[config.mk]
export PLATFORM = sky130hd
export DESIGN_NAME = bound_flasher_monitor_flat
export DESIGN_NICKNAME = d
export VERILOG_FILES = /design/src/rtl/bound_flasher_monitor_if.sv /design/src/rtl/bound_flasher_monitor.sv /design/src/flat_wrapper.sv
export SDC_FILE = /design/constraint.sdc
export NUM_CORES = 1
export LEC_CHECK = 0
export CELL_PAD_IN_SITES_DETAIL_PLACEMENT = 1
export CELL_PAD_IN_SITES_GLOBAL_PLACEMENT = 1
export CORE_ASPECT_RATIO = 1.4
export CORE_MARGIN = 2
export CORE_UTILIZATION = 41
export CTS_CLUSTER_DIAMETER = 200
export DETAILED_ROUTE_END_ITERATION = 10
export HOLD_SLACK_MARGIN = 0.03
export PLACE_DENSITY_LB_ADDON = 0.1
export SLEW_MARGIN = 30
export SYNTH_ARGS = -nofsm -noshare
export SYNTH_HDL_FRONTEND = slang
export SYNTH_SLANG_ARGS = --single-unit
export TNS_END_PERCENT = 30
[constraint.sdc]
create_clock -name clk -period 6.83 [get_ports clk]
set_clock_uncertainty 0.15 [all_clocks]
set_input_delay 1.366 -clock clk [delete_from_list [all_inputs] [get_ports clk]]
set_output_delay 1.366 -clock clk [all_outputs]
set_load 0.01 [all_outputs]
[src/rtl/bound_flasher_monitor_if.sv]
// Bound-flasher LED bus: the flick request plus the 16-bit thermometer LED bus.
// Latency: none, wires only.
// Backpressure: none; the bus is free-running and sampled every clock.
interface bound_flasher_monitor_if;
  logic        flick;
  logic [15:0] led;

  // Driver side (the flasher, or a bench standing in for it)
  modport master (output flick, led);
  // Observer side (the monitor)
  modport slave  (input flick, led);
endinterface

[src/rtl/bound_flasher_monitor.sv]
// Passive checker for the bound-flasher LED bus: predicts each LED value, flags deviations, counts sequences.
// Latency: every output is registered and reflects the values sampled at the most recent clock edge.
// Backpressure: none; the monitor only observes the bus and never stalls the flasher.
module bound_flasher_monitor #(
  parameter int SEQ_CNT_W = 16,
  parameter int ERR_CNT_W = 8
) (
  input  logic                     clk,
  input  logic                     rst_n,
  bound_flasher_monitor_if.slave   bus,
  input  logic                     err_clr,
  output logic [3:0]               phase,
  output logic [4:0]               lit_cnt,
  output logic                     err,
  output logic [1:0]               err_code,
  output logic [ERR_CNT_W-1:0]     err_cnt,
  output logic                     seq_done,
  output logic [SEQ_CNT_W-1:0]     seq_count
);

  typedef enum logic [3:0] {
    IDLE    = 4'd0,
    FILL6   = 4'd1,
    DRAIN6  = 4'd2,
    FILL11  = 4'd3,
    DRAIN11 = 4'd4,
    FILL16  = 4'd5,
    DRAIN16 = 4'd6,
    DRAIN5  = 4'd7,
    RESYNC  = 4'd8
  } state_t;

  localparam logic [1:0] CODE_NONE  = 2'd0;
  localparam logic [1:0] CODE_THERM = 2'd1;
  localparam logic [1:0] CODE_VALUE = 2'd2;
  localparam logic [1:0] CODE_START = 2'd3;

  state_t      state, state_nxt;
  logic [15:0] exp_led, exp_nxt;
  // Set when the model has just left DRAIN16 for IDLE; the following edge confirms the final 0.
  logic        done_pend, done_pend_nxt;

  logic        flick;
  logic [15:0] led;
  assign flick = bus.flick;
  assign led   = bus.led;

  logic        chk_err;
  logic [1:0]  chk_code;
  logic [15:0] fill_v, drain_v;
  logic        thermo;

  logic                 err_nxt;
  logic [1:0]           code_nxt;
  logic [ERR_CNT_W-1:0] cnt_nxt;
  logic                 done_nxt;
  logic [SEQ_CNT_W-1:0] seqc_nxt;
  logic [4:0]           lit_nxt;

  // A value of the form 2^n-1 has no bit in common with its successor (0xFFFF wraps to 0).
  assign thermo  = ((led & (led + 16'd1)) == 16'd0);
  assign fill_v  = {exp_led[14:0], 1'b1};
  assign drain_v = {1'b0, exp_led[15:1]};

  assign phase = state;

  // State register: model state, prediction and all registered outputs.
  always_ff @(posedge clk or negedge rst_n) begin
    if (!rst_n) begin
      state     <= IDLE;
      exp_led   <= '0;
      done_pend <= 1'b0;
      lit_cnt   <= '0;
      err       <= 1'b0;
      err_code  <= CODE_NONE;
      err_cnt   <= '0;
      seq_done  <= 1'b0;
      seq_count <= '0;
    end else begin
      state     <= state_nxt;
      exp_led   <= exp_nxt;
      done_pend <= done_pend_nxt;
      lit_cnt   <= lit_nxt;
      err       <= err_nxt;
      err_code  <= code_nxt;
      err_cnt   <= cnt_nxt;
      seq_done  <= done_nxt;
      seq_count <= seqc_nxt;
    end
  end

  // Next-state logic: check the sampled bus against the prediction, then advance the model.
  always_comb begin
    state_nxt     = state;
    exp_nxt       = exp_led;
    done_pend_nxt = 1'b0;
    chk_err       = 1'b0;
    chk_code      = CODE_NONE;

    if (state != RESYNC) begin
      if (!thermo) begin
        chk_err  = 1'b1;
        chk_code = CODE_THERM;
      end else if (state == IDLE && exp_led == 16'd0 && led != 16'd0) begin
        chk_err  = 1'b1;
        chk_code = CODE_START;
      end else if (led != exp_led) begin
        chk_err  = 1'b1;
        chk_code = CODE_VALUE;
      end
    end

    if (chk_err) begin
      state_nxt = RESYNC;
      exp_nxt   = '0;
    end else begin
      unique case (state)
        IDLE, RESYNC: begin
          // RESYNC waits for a dark bus, then behaves exactly like IDLE on that edge.
          if (state == IDLE || led == 16'd0) begin
            if (flick) begin
              state_nxt = FILL6;
              exp_nxt   = 16'h0001;
            end else begin
              state_nxt = IDLE;
              exp_nxt   = '0;
            end
          end
        end
        FILL6: begin
          exp_nxt = fill_v;
          if (fill_v == 16'h003F) state_nxt = DRAIN6;
        end
        DRAIN6: begin
          exp_nxt = drain_v;
          if (drain_v == 16'h0000) state_nxt = FILL11;
        end
        FILL11: begin
          exp_nxt = fill_v;
          if (flick && fill_v == 16'h003F) state_nxt = DRAIN6;
          else if (fill_v == 16'h07FF)     state_nxt = flick ? DRAIN11 : DRAIN5;
        end
        DRAIN11: begin
          exp_nxt = drain_v;
          if (drain_v == 16'h0000) state_nxt = FILL11;
        end
        DRAIN5: begin
          exp_nxt = drain_v;
          if (drain_v == 16'h001F) state_nxt = FILL16;
        end
        FILL16: begin
          exp_nxt = fill_v;
          if (flick && (fill_v == 16'h003F || fill_v == 16'h07FF)) state_nxt = DRAIN5;
          else if (fill_v == 16'hFFFF)                              state_nxt = DRAIN16;
        end
        DRAIN16: begin
          exp_nxt = drain_v;
          if (drain_v == 16'h0000) begin
            state_nxt     = IDLE;
            done_pend_nxt = 1'b1;
          end
        end
        default: begin
          state_nxt = IDLE;
          exp_nxt   = '0;
        end
      endcase
    end
  end

  // Output logic: error bookkeeping, sequence counting and LED popcount.
  always_comb begin
    err_nxt  = err;
    code_nxt = err_code;
    cnt_nxt  = err_cnt;
    if (err_clr) begin
      err_nxt  = 1'b0;
      code_nxt = CODE_NONE;
      cnt_nxt  = '0;
    end
    // A detection on the same edge as a clear still lands, so it is never lost.
    if (chk_err) begin
      err_nxt = 1'b1;
      if (code_nxt == CODE_NONE) code_nxt = chk_code;
      if (cnt_nxt != {ERR_CNT_W{1'b1}}) cnt_nxt = cnt_nxt + ERR_CNT_W'(1);
    end

    done_nxt = done_pend && !chk_err;
    seqc_nxt = seq_count + SEQ_CNT_W'(done_nxt);

    lit_nxt = '0;
    for (int i = 0; i < 16; i++) begin
      lit_nxt = lit_nxt + {4'd0, led[i]};
    end
  end

endmodule
[src/flat_wrapper.sv]
// flat-port wrapper written by rule: the top's interface ports become plain ports
module bound_flasher_monitor_flat 
#(
  parameter int SEQ_CNT_W = 16,
  parameter int ERR_CNT_W = 8
)
  (clk, rst_n, err_clr, phase, lit_cnt, err, err_code, err_cnt, seq_done, seq_count, bus_flick, bus_led);
  bound_flasher_monitor_if bus_i ();
  input  logic clk;
  input  logic rst_n;
  input  logic err_clr;
  output logic [3:0] phase;
  output logic [4:0] lit_cnt;
  output logic err;
  output logic [1:0] err_code;
  output logic [ERR_CNT_W-1:0] err_cnt;
  output logic seq_done;
  output logic [SEQ_CNT_W-1:0] seq_count;
  input wire logic [$bits(bus_i.flick)-1:0] bus_flick;
  input wire logic [$bits(bus_i.led)-1:0] bus_led;
  assign bus_i.flick = bus_flick;
  assign bus_i.led = bus_led;
  bound_flasher_monitor #(.SEQ_CNT_W(SEQ_CNT_W), .ERR_CNT_W(ERR_CNT_W)) u_core (.clk(clk), .rst_n(rst_n), .bus(bus_i), .err_clr(err_clr), .phase(phase), .lit_cnt(lit_cnt), .err(err), .err_code(err_code), .err_cnt(err_cnt), .seq_done(seq_done), .seq_count(seq_count));
endmodule
==> flow_summary.toml <==
[placed_design]
routabilityCongestion = 0.951
dp.cells = 517
io_buffers = 56
place_hpwl_um = 6860

[timing]
finalSetupViolCount = 0
rsz0062_at_grt = "false"
fin_crit_ps = 5170
finalHoldWorstSlack_ps = 330
fmax_mhz = 194
finalSetupTns_ps = 0
hold_viol = 0
worst_pin_slew_ps = 699
relSlewSlack_pct = 53.4
drv_slew = 0
period_share_pct = 75.7

[clock_network]
postCtsSetupRepairBufs = 0
cts.sinks = 54
cts_tree = "built"
htreeDepth = 2
numCtsBuffers = 5
clock_latency_ps = 290
cts.reportedPaths.clkPinSlew_ps = 60
cts-resized-gates = 0
clk_path_buf_depth = 2
cts_root_buf = "clkbuf_16"
cts_hold_buf = 0

[worst_setup_path]
cp_common_cell = "fa_1"
slowest_delay_ps = 570
rrSetupSlack_ps = 3300
cp-end-kind = "flip-flop"
worst_ep_arrival_time_ps = 5200
worstSetupPathType = "in2reg"
critPathMaxFanout = 5
reg2reg_depth = 13
startpoint = "bus_led[0]"
path_cells = "clkdlybuf4s50_1 > inv_1 > ha_1 > inv_1 > fa_1 > fa_1 > fa_1 > fa_1 > inv_1 > fa_1 > inv_1 > fa_1 > nor2b_1 > o21a_1"
crit_path_top_delay_cell = "clkdlybuf4s50_1"
r2r_end = "u_core.seq_count[15]"
crit_required_ps = 6860
cp-endpoint = "u_core.lit_cnt[4]"
start_kind = "input port"
timing.rr.start = "u_core.exp_led[13]"

[pwr]
p_per_area_nw_per_um2 = 237
leakage_nw = 1.89
ir_worst_vdd_uv = 122

[synth]
avgSynthCellArea_um2 = 9.19
syn_nets = 418
synth_seq_area_share_pct = 39.2
yosys.area.top_type = "dfrtp_1"
yosysUniqueCellTypes = 54
synthCells = 375
synth_edf_count = 0
synth-main-ff-cell = "dfrtp_1"
synth_top_area_share_pct = 39.2
synth_most_common_cell = "dfrtp_1"
synth.top_cells.by_area = "dfrtp_1, fa_1, nand2_1"
ys.warnings.count = 0
synth_common_cells = "dfrtp_1, nand2_1, inv_1"
netlist_area_um2 = 3450
synth_seq_cells = 54
synthArstFlopShare_pct = 100

[floorplanning]
fp-row-count = 39
die-area_um2 = 9170
num_io_pins = 57
initial_utilization_pct = 42.3
die_w_um = 81.5
core_area_um2 = 8150
fp.dieH_um = 112

[detailed_routing]
num_vias = 3000
routed_wirelength_um = 8960
ant_nets = 0
drt-wirelength-per-cell_um = 17.1
drt_iter0_drc = 105
vias_per_cell = 5.71
drc = 0
first_pass_iters = 4

[layout]
multi_input_area_um2 = 1900
seqCellArea_um2 = 1350
syn2layout_area_growth_pct = 22.4
instances_no_fill = 525
nNetsFinal = 465
nFillCells = 948
n_antenna_cell = 0
layout-drive-gt1-share_pct = 5.67

[global_route]
grt-ovfl-total = 0
antenna_found_initial = 0
grt_pass1_vias = 3120
grt_max_degree = 55
grt.total_usage_pct = 21.0
grt_pass1_wl_um = 15000

[flow_run]
drv_cap = 0

[outcome]
status = "finished clean"

[worst_hold_path]
whs_path_depth = 1
hp-class = "reg2reg"
sequential cells by signal, indices dropped and copies added (netlist names):
register / cells
u_core.lit_cnt: 5
u_core.seq_done: 1
u_core.exp_led: 16
u_core.err_code: 2
u_core.err: 1
u_core.done_pend: 1
u_core.phase: 4
u_core.err_cnt: 8
u_core.seq_count: 16
cell families (layout without fill, tap and decap cells):
| logic type | after synthesis | after routing | share of synthesized area, % |
|---|---|---|---|
| AOI/OAI and AO/OA | 71 | 71 | 13.9 |
| buffers and inverters | 50 | 98 | 5.73 |
| xor gates and xnor gates | 33 | 33 | 8.38 |
| DFF | 54 | 54 | 39.2 |
| adders and majority gates | 23 | 23 | 10.5 |
| muxes | 5 | 5 | 1.67 |
| and+or+nand+nor | 139 | 139 | 20.5 |
critical path: cells and delay by family:
| family | cells | cell delay (ps) |
|---|---|---|
| adder cells (fa/ha/maj) | 7 | 2760 |
| AO/OA/AOI/OAI | 1 | 160 |
| AND/OR/NAND/NOR | 1 | 60 |
| buffers and inverters | 5 | 860 |
area by class of cell:
class | count | area share, %
multi-input combinational | 271 | 45.1
sequential | 54 | 32.0
timing repair buffer | 58 | 13.5
clock buffer | 7 | 3.38
tap | 102 | 3.02
inverter | 32 | 2.85
clock inverter | 1 | 0.119
where the power goes:
group          total (mW)  switching (mW)  leakage [nW]  internal [mW]
Sequential          0.379          0.0284         0.736          0.351
Combinational       0.366           0.205          1.08          0.161
Clock               0.254           0.108        0.0739          0.146
cell usage in the layout, fill, tap and decap left out, drive strengths merged, types with 2 or more instances in the layout:
| cell | n |
|---|---|
| a21oi | 10 |
| mux2i | 2 |
| a311oi | 4 |
| or2 | 2 |
| xnor2 | 13 |
| nor2b | 9 |
| mux2 | 3 |
| nand4 | 11 |
| buf | 3 |
| dfrtp | 54 |
| a211oi | 3 |
| xor2 | 20 |
| fa | 10 |
| clkbuf | 7 |
| o21ai | 20 |
| nand2 | 51 |
| nand4b | 2 |
| o211ai | 2 |
| nand3 | 15 |
| nor4 | 6 |
| or4 | 2 |
| a22oi | 15 |
| ha | 13 |
| nor2 | 16 |
| a21o | 3 |
| clkdlybuf4s50 | 55 |
| and3 | 8 |
| inv | 32 |
| and2 | 2 |
| nor3 | 10 |
| a31oi | 3 |
stage by stage:
| stage | worst slack [ps] | power [mW] | cell area (µm²) | util (%) |
|---|---|---|---|---|
| final | 1660 | 1.00 | 4220 | 51.8 |
| after global routing | 1470 | 1.08 | 4220 | 51.8 |
| after CTS | 1620 | 1.02 | 4220 | 51.8 |
| after detailed placement | 1310 | 0.760 | 4070 | 49.9 |
| after global placement | 1400 | 0.753 | 4070 | 49.9 |
| after floorplan | 2090 | 0.622 | 3450 | - |
routing by layer:
layer | routed length [µm] | up-vias | part of all wire, % | track usage [%]
met1 | 3600 | 1515 | 40 | 24.8
met5 | 0 | - | 0 | 0
li1 | - | 1391 | - | -
met2 | 4750 | 76 | 53 | 37.2
met3 | 342 | 18 | 3.8 | 3.05
met4 | 267 | 0 | 3.0 | 8.59
worst min path at each step:
stage,from,endpoint,slack [ps]
floorplan,u_core.exp_led[15],u_core.exp_led[15],350
global placement,u_core.seq_count[15],u_core.seq_count[15],310
detailed placement,u_core.seq_count[15],u_core.seq_count[15],320
CTS,u_core.seq_count[15],u_core.seq_count[15],330
global route,u_core.seq_count[15],u_core.seq_count[15],360
finish,u_core.seq_count[15],u_core.seq_count[15],330
Note: power is estimated with default switching activity, not from simulation.
